<file path="config.mk">
export PLATFORM = sky130hd
export DESIGN_NAME = adder_seq_ctrl_flat
export DESIGN_NICKNAME = d
export VERILOG_FILES = /design/src/rtl/adder_pkg.sv /design/src/rtl/adder_seq_ctrl_if.sv /design/src/rtl/adder4_cin.sv /design/src/rtl/adder_seq_ctrl.sv /design/src/flat_wrapper.sv
export SDC_FILE = /design/constraint.sdc
export NUM_CORES = 1
export LEC_CHECK = 0
export BUFFER_PORTS_ARGS = -buffer_cell sky130_fd_sc_hd__buf_2
export CORE_UTILIZATION = 31
export DETAILED_ROUTE_END_ITERATION = 8
export PLACE_DENSITY = 0.54
export SLEW_MARGIN = 20
export SYNTH_ARGS = -nofsm -noshare
export SYNTH_HDL_FRONTEND = slang
export SYNTH_SLANG_ARGS = --single-unit
export TNS_END_PERCENT = 30
</file>
<file path="constraint.sdc">
create_clock -name clk -period 2.69 [get_ports clk]
set_clock_uncertainty 0.2 [all_clocks]
set_input_delay 0.538 -clock clk [delete_from_list [all_inputs] [get_ports clk]]
set_output_delay 0.538 -clock clk [all_outputs]
set_load 0.005 [all_outputs]
</file>
<file path="src/rtl/adder_pkg.sv">
// Shared definitions for the sequenced nibble adder: slice width, FSM states,
// and the result flag payload.
package adder_pkg;

    localparam int unsigned NIBBLE_W = 4;

    // FSM state encoding
    typedef enum logic [1:0] {
        ST_IDLE = 2'd0,
        ST_RUN  = 2'd1,
        ST_DONE = 2'd2
    } state_e;

    // Result status flags produced with the final nibble
    typedef struct packed {
        logic carry;
        logic ovf;
    } flags_t;

endpackage : adder_pkg

</file>
<file path="src/rtl/adder_seq_ctrl_if.sv">
// Operand/result handshake bundle for adder_seq_ctrl.
//   in_valid/in_ready  : operand handshake (in_a, in_b, in_sub)
//   out_valid/out_ready: result handshake (out_sum, out_carry, out_ovf)
//   busy               : unit is computing or holding a result
// master = operand source / result consumer, slave = the adder unit.
interface adder_seq_ctrl_if #(
    parameter int unsigned WIDTH = 16
);
    logic             in_valid;
    logic             in_ready;
    logic [WIDTH-1:0] in_a;
    logic [WIDTH-1:0] in_b;
    logic             in_sub;
    logic             out_valid;
    logic             out_ready;
    logic [WIDTH-1:0] out_sum;
    logic             out_carry;
    logic             out_ovf;
    logic             busy;

    modport master (
        output in_valid, in_a, in_b, in_sub, out_ready,
        input  in_ready, out_valid, out_sum, out_carry, out_ovf, busy
    );

    modport slave (
        input  in_valid, in_a, in_b, in_sub, out_ready,
        output in_ready, out_valid, out_sum, out_carry, out_ovf, busy
    );
endinterface : adder_seq_ctrl_if

</file>
<file path="src/rtl/adder4_cin.sv">
// Combinational 4-bit adder slice with carry-in, used to chain nibbles.
//   a, b : nibble operands
//   cin  : carry into bit 0
//   sum  : 4-bit sum
//   cout : carry out of bit 3
module adder4_cin
    import adder_pkg::*;
(
    input  logic [NIBBLE_W-1:0] a,
    input  logic [NIBBLE_W-1:0] b,
    input  logic                cin,
    output logic [NIBBLE_W-1:0] sum,
    output logic                cout
);

    localparam int unsigned EXT_W = NIBBLE_W + 1;

    logic [EXT_W-1:0] total_c;

    // Widen before adding so the carry lands in the top bit
    always_comb begin
        total_c = EXT_W'(a) + EXT_W'(b) + EXT_W'(cin);
    end

    assign sum  = total_c[NIBBLE_W-1:0];
    assign cout = total_c[NIBBLE_W];

endmodule : adder4_cin

</file>
<file path="src/rtl/adder_seq_ctrl.sv">
// Multi-cycle WIDTH-bit add/subtract unit: one 4-bit slice is stepped over
// the operands LSB nibble first, with the carry held in a register between
// steps. Subtract is A + ~B + 1.
//   clk, rst_n : clock, asynchronous active-low reset
//   bus        : slave side of adder_seq_ctrl_if (operand + result handshakes,
//                sum/carry/overflow outputs, busy)
module adder_seq_ctrl
    import adder_pkg::*;
#(
    parameter int unsigned WIDTH = 16
) (
    input  logic              clk,
    input  logic              rst_n,
    adder_seq_ctrl_if.slave   bus
);

    localparam int unsigned NIBBLES = WIDTH / NIBBLE_W;
    localparam int unsigned IDX_W   = (NIBBLES > 1) ? $clog2(NIBBLES) : 1;
    localparam logic [IDX_W-1:0] IDX_LAST = IDX_W'(NIBBLES - 1);

    state_e             state_q, state_d;
    logic [IDX_W-1:0]   idx_q, idx_d;
    logic [WIDTH-1:0]   a_q, a_d;
    logic [WIDTH-1:0]   b_q, b_d;
    logic               carry_q, carry_d;
    logic [WIDTH-1:0]   sum_q, sum_d;
    flags_t             flags_q, flags_d;
    logic               in_ready_q, in_ready_d;
    logic               out_valid_q, out_valid_d;
    logic               busy_q, busy_d;

    logic [NIBBLE_W-1:0] nib_a_c;
    logic [NIBBLE_W-1:0] nib_b_c;
    logic [NIBBLE_W-1:0] nib_sum_c;
    logic                nib_cout_c;

    // Select the current nibble of each operand
    always_comb begin
        nib_a_c = a_q[int'(idx_q) * int'(NIBBLE_W) +: NIBBLE_W];
        nib_b_c = b_q[int'(idx_q) * int'(NIBBLE_W) +: NIBBLE_W];
    end

    adder4_cin u_slice (
        .a    (nib_a_c),
        .b    (nib_b_c),
        .cin  (carry_q),
        .sum  (nib_sum_c),
        .cout (nib_cout_c)
    );

    // Next-state and datapath update
    always_comb begin
        state_d     = state_q;
        idx_d       = idx_q;
        a_d         = a_q;
        b_d         = b_q;
        carry_d     = carry_q;
        sum_d       = sum_q;
        flags_d     = flags_q;
        in_ready_d  = in_ready_q;
        out_valid_d = out_valid_q;
        busy_d      = busy_q;

        unique case (state_q)
            ST_IDLE: begin
                if (bus.in_valid && in_ready_q) begin
                    a_d        = bus.in_a;
                    b_d        = bus.in_sub ? ~bus.in_b : bus.in_b;
                    carry_d    = bus.in_sub;
                    idx_d      = '0;
                    sum_d      = '0;
                    state_d    = ST_RUN;
                    in_ready_d = 1'b0;
                    busy_d     = 1'b1;
                end
            end

            ST_RUN: begin
                sum_d[int'(idx_q) * int'(NIBBLE_W) +: NIBBLE_W] = nib_sum_c;
                carry_d = nib_cout_c;
                if (idx_q == IDX_LAST) begin
                    idx_d         = '0;
                    flags_d.carry = nib_cout_c;
                    // Like-signed operands producing an opposite-signed sum
                    flags_d.ovf   = (a_q[WIDTH-1] == b_q[WIDTH-1]) &&
                                    (nib_sum_c[NIBBLE_W-1] != a_q[WIDTH-1]);
                    state_d       = ST_DONE;
                    out_valid_d   = 1'b1;
                end else begin
                    idx_d = idx_q + IDX_W'(1);
                end
            end

            ST_DONE: begin
                if (bus.out_ready) begin
                    state_d     = ST_IDLE;
                    out_valid_d = 1'b0;
                    in_ready_d  = 1'b1;
                    busy_d      = 1'b0;
                end
            end

            default: begin
                state_d     = ST_IDLE;
                idx_d       = '0;
                out_valid_d = 1'b0;
                in_ready_d  = 1'b1;
                busy_d      = 1'b0;
            end
        endcase
    end

    // State and datapath registers
    always_ff @(posedge clk or negedge rst_n) begin
        if (!rst_n) begin
            state_q     <= ST_IDLE;
            idx_q       <= '0;
            a_q         <= '0;
            b_q         <= '0;
            carry_q     <= 1'b0;
            sum_q       <= '0;
            flags_q     <= '0;
            in_ready_q  <= 1'b1;
            out_valid_q <= 1'b0;
            busy_q      <= 1'b0;
        end else begin
            state_q     <= state_d;
            idx_q       <= idx_d;
            a_q         <= a_d;
            b_q         <= b_d;
            carry_q     <= carry_d;
            sum_q       <= sum_d;
            flags_q     <= flags_d;
            in_ready_q  <= in_ready_d;
            out_valid_q <= out_valid_d;
            busy_q      <= busy_d;
        end
    end

    assign bus.in_ready  = in_ready_q;
    assign bus.out_valid = out_valid_q;
    assign bus.out_sum   = sum_q;
    assign bus.out_carry = flags_q.carry;
    assign bus.out_ovf   = flags_q.ovf;
    assign bus.busy      = busy_q;

endmodule : adder_seq_ctrl

</file>
<file path="src/flat_wrapper.sv">
// flat-port wrapper written by rule: the top's interface ports become plain ports
module adder_seq_ctrl_flat import adder_pkg::*;
#(
    parameter int unsigned WIDTH = 16
)
  (clk, rst_n, bus_in_valid, bus_in_a, bus_in_b, bus_in_sub, bus_out_ready, bus_in_ready, bus_out_valid, bus_out_sum, bus_out_carry, bus_out_ovf, bus_busy);
  adder_seq_ctrl_if #(.WIDTH(WIDTH)) bus_i ();
  input  logic clk;
  input  logic rst_n;
  input wire logic [$bits(bus_i.in_valid)-1:0] bus_in_valid;
  input wire logic [$bits(bus_i.in_a)-1:0] bus_in_a;
  input wire logic [$bits(bus_i.in_b)-1:0] bus_in_b;
  input wire logic [$bits(bus_i.in_sub)-1:0] bus_in_sub;
  input wire logic [$bits(bus_i.out_ready)-1:0] bus_out_ready;
  output wire logic [$bits(bus_i.in_ready)-1:0] bus_in_ready;
  output wire logic [$bits(bus_i.out_valid)-1:0] bus_out_valid;
  output wire logic [$bits(bus_i.out_sum)-1:0] bus_out_sum;
  output wire logic [$bits(bus_i.out_carry)-1:0] bus_out_carry;
  output wire logic [$bits(bus_i.out_ovf)-1:0] bus_out_ovf;
  output wire logic [$bits(bus_i.busy)-1:0] bus_busy;
  assign bus_i.in_valid = bus_in_valid;
  assign bus_i.in_a = bus_in_a;
  assign bus_i.in_b = bus_in_b;
  assign bus_i.in_sub = bus_in_sub;
  assign bus_i.out_ready = bus_out_ready;
  assign bus_in_ready = bus_i.in_ready;
  assign bus_out_valid = bus_i.out_valid;
  assign bus_out_sum = bus_i.out_sum;
  assign bus_out_carry = bus_i.out_carry;
  assign bus_out_ovf = bus_i.out_ovf;
  assign bus_busy = bus_i.busy;
  adder_seq_ctrl #(.WIDTH(WIDTH)) u_core (.clk(clk), .rst_n(rst_n), .bus(bus_i));
endmodule
</file>
# Word level (Yosys, flattened, before mapping)
# Index checks and enable logic that the tools add are counted.
# totals
reg_bits,58
inputBits,37
output_inout_bits,21
# classes
addsub,4
n_eq_ne,8
shifts,4
muxes,21
bitwise,4
reduce_logical,11
# op_table
op,n
negation 4 -> 33 bit,1
"variable shift 4 x 33 -> 16 bit, first input constant",1
indexed part select 4 x 33 -> 16 bit,1
two-way mux 16 bit,2
case mux 16 bit (2 select lines),1
indexed part select 16 x 5 -> 4 bit,2
bitwise mux 16 bit,1
NOT 16 bit,1
case mux 2 bit (3 select lines),2
two-way mux 2 bit,5
case mux 1 bit (3 select lines),3
AND reduction 3 bit,3
AND reduction 2 bit,4
two-way mux 1 bit,6
adder 4 x 4 -> 5 bit,1
adder 5 x 1 -> 5 bit,1
"== test 2 bit, second input constant",2
"inequality test 2 x 1 -> 1 bit, second input constant",2
NOT 1 bit,3
"adder 2 x 1 -> 2 bit, second input constant",1
"== test 2 x 1 -> 1 bit, second input constant",1
logical AND 1 bit,2
zero test 2 bit,1
"inequality test 2 bit, second input constant",1
4 further kinds,4

# Depth between registers and ports, before layout
# Gate-level depths: netlist of run 1.
# depth
word_depth,6
ltp_mapped,9
mapped_depth_nobuf,8

# By module
# From an unflattened synthesis of run 1, not the netlist that was laid out.
# unflattened
hier_cells,221
area_unflattened_um2,2817.7
# modules_own_cells
module,instances,cells_per_inst,area_per_inst_um2,seq_area_each_um2
adder_seq_ctrl,1,205,2673.8,1452.6
adder4_cin,1,16,143.9,0.0

# Worst setup path after synthesis of run 1
# OpenSTA, ideal clock, no wires.
# synth_path
path_type,register to register
start,register u_core.idx_q[0]
end,register u_core.flags_q (netlist bit u_core.bus.out_ovf)
setup_ps,84
arrival_time_ps,2480
required_time_ps,2406
setup_slack_ps,-74
stages_incl_launch_ff,8
n_path_buf,1
period_less_slack_ps,2764
cell_sequence,dfrtp_1 -> buf_4 -> mux4_2 -> fa_1 -> nand3_1 -> a21oi_1 -> or4_1 -> a41oi_2
# synth_between
elab_chain_len,5
word_cells_on_any_way,8
cone_classes,2 x add/sub; 2 x eq/ne; 2 x shift; 2 x reduce/logical
# synth_rtl
item,line_no,text
from (decl),adder_seq_ctrl.sv:22,"logic [IDX_W-1:0] idx_q, idx_d;"
from (signal assigned),adder_seq_ctrl.sv:128,idx_q <= idx_d;
"indexed part select 16 x 5 -> 4 bit, on equally long branches","adder_seq_ctrl.sv:39, adder_seq_ctrl.sv:40",
adder 4 x 4 -> 5 bit,adder4_cin.sv:22,total_c = EXT_W'(a) + EXT_W'(b) + EXT_W'(cin);
adder 5 x 1 -> 5 bit,adder4_cin.sv:22,
inequality test 1 bit,adder_seq_ctrl.sv:86,(nib_sum_c[NIBBLE_W-1] != a_q[WIDTH-1]);
logical AND 1 bit,adder_seq_ctrl.sv:85,flags_d.ovf = (a_q[WIDTH-1] == b_q[WIDTH-1]) &&
to (signal assigned),adder_seq_ctrl.sv:133,flags_q <= flags_d;
to (decl),adder_seq_ctrl.sv:27,"flags_t flags_q, flags_d;"
# Several ways; a longest one is shown, not always the timed one.
# A chain may end at the register's enable or synchronous reset.

# Final worst setup path of run 1
# Same ends and word-level chain as after synthesis.

==> metrics.cfg, run 1 <==
[global_routing]
grt_max_degree=52
overflow=0
grt_use_total=0.1388
grt_pass1_wl_mm=10.27
antenna_found_initial=0
grt_pass1_vias=2036

[final_layout]
fillerInstances=848
layout-drive-gt1-share=0.3323
diodes=0
syn2layout_area_growth_pct=25.00
multi_input_comb_area_um2=1294
num-nets-final=360
fin_area_um2=3541
ff_latch_area_um2=1454

[floorplan]
die_h_um=97.59
io_pins=58
core_area_um2=8763
die_w_um=97.59
start_util=0.3232
die_area_um2=9524
rows=34

[placement]
place.gp.congestion=0.8371
io_buffers=57
place_area_um2=3258
dpl.hpwl_mm=4.556

[power]
p_per_area_nw_per_um2=1292
peakVddDrop_mv=0.4995
p_leak_nw=1.612

[run]
cap_violations=0

[routing]
drt_iter0_markers=98
routed_via_density=4.761
num_vias=2033
firstDrtPassIters=4
drc_errors=0
routed_wl_mm=6.123
drtAntennaViolNets=0
avgRoutedWirePerCell_um=14.34

[yosys]
ys_seq_elements=58
synthDistinctLibCells=40
async_reset_ff_frac=1.000
synth_seq_area_share=0.5128
netlist_instances=245
avgSynthCellArea_um2=11.56
synth_edf_count=0
yosysWarnings=0
synthFlopType=dfrtp_1
syn_area_um2=2833
postSynthNetCount=291

[sta]
holdWs_ps=222.9
rsz0062_at_grt=yes
final-max-slew-violation-count=0
setup_viol=0
worstMarginPinSlew_ps=530.1
hold_viol=0
finalCritPeriodShare=0.9622
maxSlewHeadroom=0.6466
fin_crit_ps=2588
fmax_ghz=0.3863

[setup_path]
crit_path_end_kind=flip-flop
cp.required_ps=2740
critPathMaxFanout=8
cp-start-kind=flip-flop
cp.arrival_ps=2640
critPathKind=reg2reg

[cts]
clk_pin_slew_ps=70
cts_buffers=9
cts_tree=built
h-tree-depth=3
cts_sinks=58
cts_root_buffer=clkbuf_8
worstSkewPairLatency_ps=330
clockBufferDepth=2

[hold_path]
hold_path_class=in2reg

[outcome]
outcome=complete, no violations

==> sequential cells by signal, indices dropped and copies added, names as in the netlist <==
name,cells
u_core.a_q,16
u_core.b_q,16
u_core.bus.busy,1
u_core.bus.in_ready,1
u_core.bus.out_carry,1
u_core.bus.out_ovf,1
u_core.bus.out_sum,16
u_core.bus.out_valid,1
u_core.carry_q,1
u_core.idx_q,2
u_core.state_q,2
==> metrics by stage <==
stage,util,instances,setup TNS [ps],power [W],worst slack (ps)
2_1_floorplan,-,245,0,0.002889,7.905
3_3_place_gp,0.3718,407,0,0.003578,63.46
3_5_place_dp,0.3718,407,-4.918,0.003612,-4.918
4_1_cts,0.3983,426,0,0.004476,23.07
5_1_grt,0.4041,427,-12.37,0.004944,-12.37
6_report,0.4041,427,0,0.004575,101.6
==> routing by layer <==
metal / routed length (um) / vias up / GRT usage
li1: - / 994 / -
met1: 2925 / 978 / 0.1858
met2: 2845 / 49 / 0.2136
met3: 248 / 12 / 0.03525
met4: 104 / 0 / 0.05769
met5: 0 / - / 0
==> cell families after synthesis <==
kind of cell,Yosys count,share of synthesized area
adder cells (fa/ha/maj),9,0.04505
XOR/XNOR,17,0.05256
flip-flops,58,0.5128
AND/OR/NAND/NOR,60,0.09806
multiplexers,24,0.1272
buffers and inverters,23,0.04505
AO/OA/AOI/OAI,54,0.1193
==> repair_timing <==
item,4_1_cts,5_1_grt
pin swaps,0,1
hold buffers,1,0
endpoints found under the setup margin,1,2
resized for setup,0,8
hold endpoints to repair,18,0
setup buffers,2,1
==> where the power goes <==
part / switching [W] / leakage [nW] / internal [W]
Combinational: 0.00108 / 0.791 / 0.00110
Clock: 0.000326 / 0.107 / 0.000503
Sequential: 0.000304 / 0.715 / 0.00126
Total: 0.00171 / 1.61 / 0.00287
==> cell type report <==
cell class                 count  share of cell area
inverter                      10             0.01060
clock inverter                 2            0.009894
clock buffer                  14             0.04876
sequential                    58              0.4106
tap                          108             0.03816
multi-input combinational    164              0.3654
timing repair buffer          71              0.1166
==> cell usage after synthesis (4+ instances only) <==
| cell type | n | area [um^2] |
|---|---|---|
| dfrtp_1 | 57 | 1426 |
| a21oi_1 | 23 | 115.1 |
| nand2_1 | 23 | 86.33 |
| nor2_1 | 22 | 82.58 |
| mux2_1 | 16 | 180.2 |
| xnor2_1 | 16 | 140.1 |
| o21ai_1 | 11 | 55.05 |
| inv_1 | 8 | 30.03 |
| mux4_2 | 8 | 180.2 |
| ha_1 | 7 | 87.58 |
| buf_2 | 5 | 25.02 |
| a21o_1 | 4 | 30.03 |
| clkbuf_1 | 4 | 15.01 |
| o2bb2ai_1 | 4 | 35.03 |
| o31ai_1 | 4 | 30.03 |
==> layout by cell type, fill, tap and decap left out, types with 2 or more instances in the layout <==
| master | instances |
|---|---|
| clkbuf_8 | 12 |
| o31ai_1 | 4 |
| a21oi_1 | 22 |
| nor3_1 | 2 |
| buf_4 | 10 |
| nor2_1 | 22 |
| nand3b_1 | 2 |
| xnor2_1 | 16 |
| dfrtp_1 | 56 |
| nand2_1 | 23 |
| a21o_1 | 4 |
| clkbuf_1 | 2 |
| ha_4 | 2 |
| nor2b_1 | 2 |
| o21ai_1 | 11 |
| o2bb2ai_1 | 4 |
| nand3_1 | 2 |
| mux2_1 | 16 |
| inv_1 | 8 |
| mux4_2 | 8 |
| buf_2 | 57 |
| buf_6 | 2 |
| ha_1 | 5 |
| inv_2 | 2 |
==> path summary, 6_finish.rpt <==
path,slack [ps],to,cells after the start,from
worst min register to register,280,u_core.bus.out_sum[15],2,u_core.bus.out_sum[15]
worst max-delay path,100,u_core.bus.out_ovf,7,u_core.idx_q[0]
worst min-delay path,220,u_core.a_q[14],2,bus_in_a[14]
worst max register to register,100,u_core.bus.out_ovf,7,u_core.idx_q[0]
min in group asynchronous,510,u_core.bus.busy,2,rst_n
max in group asynchronous,1090,u_core.idx_q[0],3,rst_n
==> worst max-delay path: stages (launching register included) <==
cell	delay (ps)
dfrtp_2	490
buf_6	150
mux4_2	540
ha_4	280
nand3_1	90
and3_4	180
or4_4	410
a41oi_2	160
Note: power is estimated with default switching activity, not from simulation.
==> run 2, diff against run 1 <==
--- a/config.mk
+++ b/config.mk
@@ -7,7 +7,8 @@
 export LEC_CHECK = 0
 export BUFFER_PORTS_ARGS = -buffer_cell sky130_fd_sc_hd__buf_2
-export CORE_UTILIZATION = 31
+export CORE_UTILIZATION = 41
+export CTS_CLUSTER_DIAMETER = 100
 export DETAILED_ROUTE_END_ITERATION = 8
-export PLACE_DENSITY = 0.54
+export PLACE_DENSITY = 0.67
 export SLEW_MARGIN = 20
 export SYNTH_ARGS = -nofsm -noshare
==> constraint.sdc (replaced) <==
create_clock -name clk -period 2.69 [get_ports clk]
set_clock_uncertainty 0.2 [all_clocks]
set_input_delay 0.4035 -clock clk [delete_from_list [all_inputs] [get_ports clk]]
set_output_delay 0.4035 -clock clk [all_outputs]
set_load 0.005 [all_outputs]
==> metrics.cfg, run 2 (same netlist as run 1, synthesis figures left out) <==
[sta]
fin_crit_ps=2580  ; -8.597 ps
holdWs_ps=70.02  ; -152.9 ps
rsz0062_at_grt=no
fmax_ghz=0.3876  ; +0.33%
finalCritPeriodShare=0.9590  ; -0.003196
maxSlewHeadroom=0.6394  ; -0.007192
setup_viol=0  ; unchanged
hold_viol=0  ; unchanged
worstMarginPinSlew_ps=540.9  ; +10.79 ps
setup_tns_ps=0  ; unchanged
final-max-slew-violation-count=0  ; unchanged
fin_ws_ps=110.2  ; +8.597 ps

[final_layout]
layout_commonest_cell=buf_2
syn2layout_area_growth_pct=20.32
num-nets-final=358  ; -0.56%
layout-drive-gt1-share=0.3249  ; -0.007367
fin_area_um2=3408  ; -3.7%
diodes=0  ; unchanged
final_core_util=0.5248  ; +0.1207
layout_common_cells=buf_2 (57), dfrtp_1 (56), nand2_1 (23), a21oi_1 (22), nor2_1 (22)

[routing]
firstDrtPassIters=4  ; unchanged
drt_iter0_markers=73  ; -26%
num_vias=1999  ; -1.7%
drtAntennaViolNets=0  ; unchanged
avgRoutedWirePerCell_um=14.34  ; about the same
routed_wl_mm=5.649  ; -7.7%
routed_via_density=5.074  ; +6.6%
drc_errors=0  ; unchanged

[cts]
cts_tree=built
worstSkewPairLatency_ps=340  ; about the same
h-tree-depth=3  ; unchanged
cts_sinks=58  ; unchanged
clk_pin_slew_ps=60  ; about the same
cts_buffers=9  ; unchanged
clockBufferDepth=2  ; unchanged
cts_root_buffer=clkbuf_8

[floorplan]
die_w_um=85.12  ; -13%
start_util=0.4361  ; +0.1129
die_area_um2=7245  ; -24%
die_h_um=85.12  ; -13%
io_pins=58  ; unchanged
core_area_um2=6495  ; -26%
rows=29  ; -15%

[global_routing]
grt_use_met1=0.2190  ; +0.03318
grt_pass1_wl_mm=9.729  ; -5.3%
grt_pass1_vias=2057  ; +1.0%
met3_usage=0.06518  ; +0.02992
grt_busiest_layer=met2
antenna_found_initial=0  ; unchanged
grt_use_total=0.1770  ; +0.03824
grt_max_degree=28  ; -46%
grt_use_met2=0.2837  ; +0.07017
overflow=0  ; unchanged

[outcome]
outcome=complete, no violations

[setup_path]
crit_path_end_kind=flip-flop
cp-start-kind=flip-flop
cp.required_ps=2750  ; about the same
slowest_stage=mux4_2
critPathKind=reg2reg
reg2reg_slack_ps=110  ; about the same
r2r_cells=7  ; unchanged
r2r-end=u_core.bus.out_ovf
cp-startpoint=u_core.idx_q[0]
cp.arrival_ps=2640  ; about the same
critPathMaxFanout=5  ; -3
crit_chain=buf_6 -> mux4_2 -> ha_1 -> nand3_2 -> and3_4 -> or4_1 -> a41oi_2
r2r_start=u_core.idx_q[0]
max_stage_delay_ps=510  ; -30 ps

[hold_path]
hold_path_class=in2reg
holdPathEnd=u_core.state_q[1]
whs_path_depth=2  ; unchanged
hold_start=bus_out_ready

[placement]
dpl.hpwl_mm=4.290  ; -5.8%
io_buffers=57  ; unchanged
place_area_um2=3207  ; -1.6%
pre_cts_ws_ps=68.30  ; +73.22 ps
place.gp.congestion=0.8831  ; +5.5%

[power]
p_leak_nw=1.580  ; -2.0%
p_per_area_nw_per_um2=1268  ; -1.9%
peakVddDrop_mv=0.8028  ; +61%

[run]
cap_violations=0  ; unchanged

==> run 2: worst max path at each step <==
stage                    endpoint  slack [ps]  cells past startpoint
3_5_place_dp   u_core.bus.out_ovf          70                      7
2_1_floorplan  u_core.bus.out_ovf           8                      7
5_1_grt            u_core.carry_q           6                      8
4_1_cts        u_core.bus.out_ovf          50                      7
6_report       u_core.bus.out_ovf         110                      7
3_3_place_gp   u_core.bus.out_ovf         120                      7
==> run 2: layout make-up <==
type	count	area [um^2]
fillers	615	3087
flip-flops and latches	58	1454
multi-input cells	164	1275
repair buffers	69	381.6
clock buffers	13	148.9
well taps	77	96.34
inverters	10	37.54
clock inverters	3	15.01
==> run 2: critical path, delay by kind of cell, from the launching register on <==
kind | cells | cell delay, ps
compound gates | 1 | 200
mux | 1 | 510
buf+inv | 1 | 150
fa+ha+maj | 1 | 310
simple gates | 3 | 690
flops | 1 | 440
==> run 2: layer usage <==
metal | routed length (um) | up-vias
li1 | - | 988
met1 | 2537 | 944
met2 | 2653 | 55
met3 | 351 | 12
met4 | 106 | 0
met5 | 0 | -
==> run 2: where the power goes <==
part	internal [W]	total [W]	switching, W
Combinational	0.00104	0.00209	0.00105
Clock	0.000355	0.000683	0.000329
Sequential	0.00126	0.00154	0.000282
==> run 2: repair_timing <==
item / 4_1_cts / 5_1_grt
endpoints found under the setup margin: 0 / 2
endpoints found under the hold margin: 23 / 0
buffers inserted: 0 / 1
resized for setup: 0 / 6
hold buffers: 1 / 0
==> run 2: stage by stage <==
| step | power, W | instances |
|---|---|---|
| after floorplan | 0.002889 | 245 |
| after global placement | 0.003519 | 376 |
| after detailed placement | 0.003580 | 376 |
| after CTS | 0.004272 | 393 |
| after global routing | 0.004697 | 394 |
| final | 0.004322 | 394 |
==> run 3, diff against run 2 <==
Settings changed: CTS_CLUSTER_DIAMETER 100 to not set, HOLD_SLACK_MARGIN set to 0.08.
==> metrics.cfg, run 3 (same netlist as run 1, synthesis figures left out) <==
[final_layout]
layout_commonest_cell=buf_2
layout_common_cells=buf_2 (57), dfrtp_1 (56), nand2_1 (23), a21oi_1 (22), nor2_1 (22)
layout-drive-gt1-share=0.3112  ; -0.01374
fin_area_um2=3548  ; +4.1%
num-nets-final=372  ; +3.9%
diodes=0  ; unchanged
syn2layout_area_growth_pct=25.26

[placement]
dpl.hpwl_mm=4.290  ; unchanged
io_buffers=57  ; unchanged
place.gp.congestion=0.8831  ; unchanged
place_area_um2=3207  ; unchanged

[global_routing]
grt_use_met1=0.2228  ; +0.003841
overflow=0  ; unchanged
grt_pass1_wl_mm=9.922  ; +2.0%
grt_busiest_layer=met2
grt_use_total=0.1797  ; +0.002739
grt_use_met2=0.2896  ; +0.005865
met3_usage=0.06420  ; -0.0009728
grt_max_degree=28  ; unchanged
antenna_found_initial=0  ; unchanged
grt_pass1_vias=2106  ; +2.4%

[sta]
setup_tns_ps=0  ; unchanged
fmax_ghz=0.3867  ; -0.24%
fin_crit_ps=2586  ; +6.239 ps
worstMarginPinSlew_ps=541.4  ; +0.4306 ps
final-max-slew-violation-count=0  ; unchanged
maxSlewHeadroom=0.6391  ; about the same
hold_viol=0  ; unchanged
rsz0062_at_grt=no
setup_viol=0  ; unchanged
finalCritPeriodShare=0.9614  ; +0.002319

[cts]
cts_tree=built
h-tree-depth=3  ; unchanged
clk_pin_slew_ps=60  ; about the same
cts_buffers=9  ; unchanged
cts_root_buffer=clkbuf_8
clockBufferDepth=2  ; unchanged
cts_sinks=58  ; unchanged
worstSkewPairLatency_ps=340  ; about the same

[setup_path]
r2r_cells=7  ; unchanged
cp.required_ps=2750  ; about the same
cp-start-kind=flip-flop
cp.arrival_ps=2650  ; about the same
critPathKind=reg2reg
r2r_start=u_core.idx_q[0]
critPathMaxFanout=5  ; unchanged
reg2reg_slack_ps=100  ; about the same
r2r-end=u_core.bus.out_ovf
crit_path_end_kind=flip-flop

[power]
p_leak_nw=1.638  ; +3.7%
internal-power_w=0.002671  ; +0.50%
peakVddDrop_mv=0.8034  ; about the same
seqPwrFrac=0.356  ; about the same
switching_share=0.3846  ; -0.0004267
switchingPower_w=0.001669  ; +0.32%
clkPwrFrac=0.158  ; about the same
p_comb_frac=0.487  ; +0.002
p_per_area_nw_per_um2=1223  ; -3.5%

[floorplan]
rows=29  ; unchanged
start_util=0.4361  ; unchanged
die_area_um2=7245  ; unchanged
die_h_um=85.12  ; unchanged
die_w_um=85.12  ; unchanged
io_pins=58  ; unchanged
core_area_um2=6495  ; unchanged

[routing]
drc_errors=0  ; unchanged
routed_wl_mm=5.761  ; +2.0%
drtAntennaViolNets=0  ; unchanged
firstDrtPassIters=4  ; unchanged
num_vias=2064  ; +3.3%
avgRoutedWirePerCell_um=14.12  ; -1.5%
routed_via_density=5.059  ; -0.29%
drt_iter0_markers=75  ; +2.7%

[hold_path]
hold_path_class=in2reg
whs_path_depth=2  ; unchanged
hold_start=bus_in_a[15]
holdPathEnd=u_core.a_q[15]

[run]
cap_violations=0  ; unchanged

[outcome]
outcome=complete, no violations

## run 3: cell types whose count changed in the layout (fill, tap and decap cells not counted)
cell,change
dlygate4sd3_1,+14
## run 3: cell type report
type / count / area (um^2)
Clock buffer: 13 / 148.9
Clock inverter: 3 / 15.01
Fill cell: 602 / 2947
Inverter: 10 / 37.54
Multi-Input combinational cell: 164 / 1275
Sequential cell: 58 / 1454
Tap cell: 77 / 96.34
Timing Repair Buffer: 83 / 521.8
## run 3: metrics by stage
step	std cells	total power (W)	hold WS, ps	util	worst slack [ps]
after floorplan	245	0.002889	-92.09	-	7.905
after global placement	376	0.003519	221.5	0.4937	124.1
after detailed placement	376	0.003580	214.8	0.4937	68.30
after CTS	407	0.004287	80.50	0.5421	54.00
after global routing	408	0.004716	85.06	0.5463	6.349
final	408	0.004341	84.05	0.5463	104.0
## run 3: layer usage
metal | wire length [um] | part of all wire
met1 | 2578 | 0.45
met4 | 106 | 0.018
met5 | 0 | 0
met2 | 2739 | 0.48
met3 | 335 | 0.058
## run 3: what timing repair did
action,4_1_cts,5_1_grt
hold buffers,15,0
resized for setup,0,6
endpoints found under the setup margin,0,2
buffers inserted,0,1
endpoints found under the hold margin,37,0
## run 3: critical path, stage by stage, from the launching register on
cell	delay (ps)
dfrtp_2	440
buf_6	150
mux4_2	510
ha_1	310
nand3_2	90
and3_4	180
or4_1	420
a41oi_2	200
## run 3: worst max-delay path by stage
stage / start / endpoint / depth (start not counted)
floorplan: u_core.idx_q[0] / u_core.bus.out_ovf / 7
global placement: u_core.idx_q[0] / u_core.bus.out_ovf / 7
detailed placement: u_core.idx_q[0] / u_core.bus.out_ovf / 7
CTS: u_core.idx_q[0] / u_core.bus.out_ovf / 7
global route: u_core.idx_q[0] / u_core.carry_q / 8
finish: u_core.idx_q[0] / u_core.bus.out_ovf / 7
## run 3: power by group through the flow
stage	clock (W)	sequential [W]	combinational, W
2_1_floorplan	0	0.00145	0.00144
3_3_place_gp	0	0.00156	0.00196
3_5_place_dp	0	0.00157	0.00201
4_1_cts	0.000698	0.00155	0.00204
5_1_grt	0.000734	0.00161	0.00237
6_report	0.000685	0.00154	0.00211
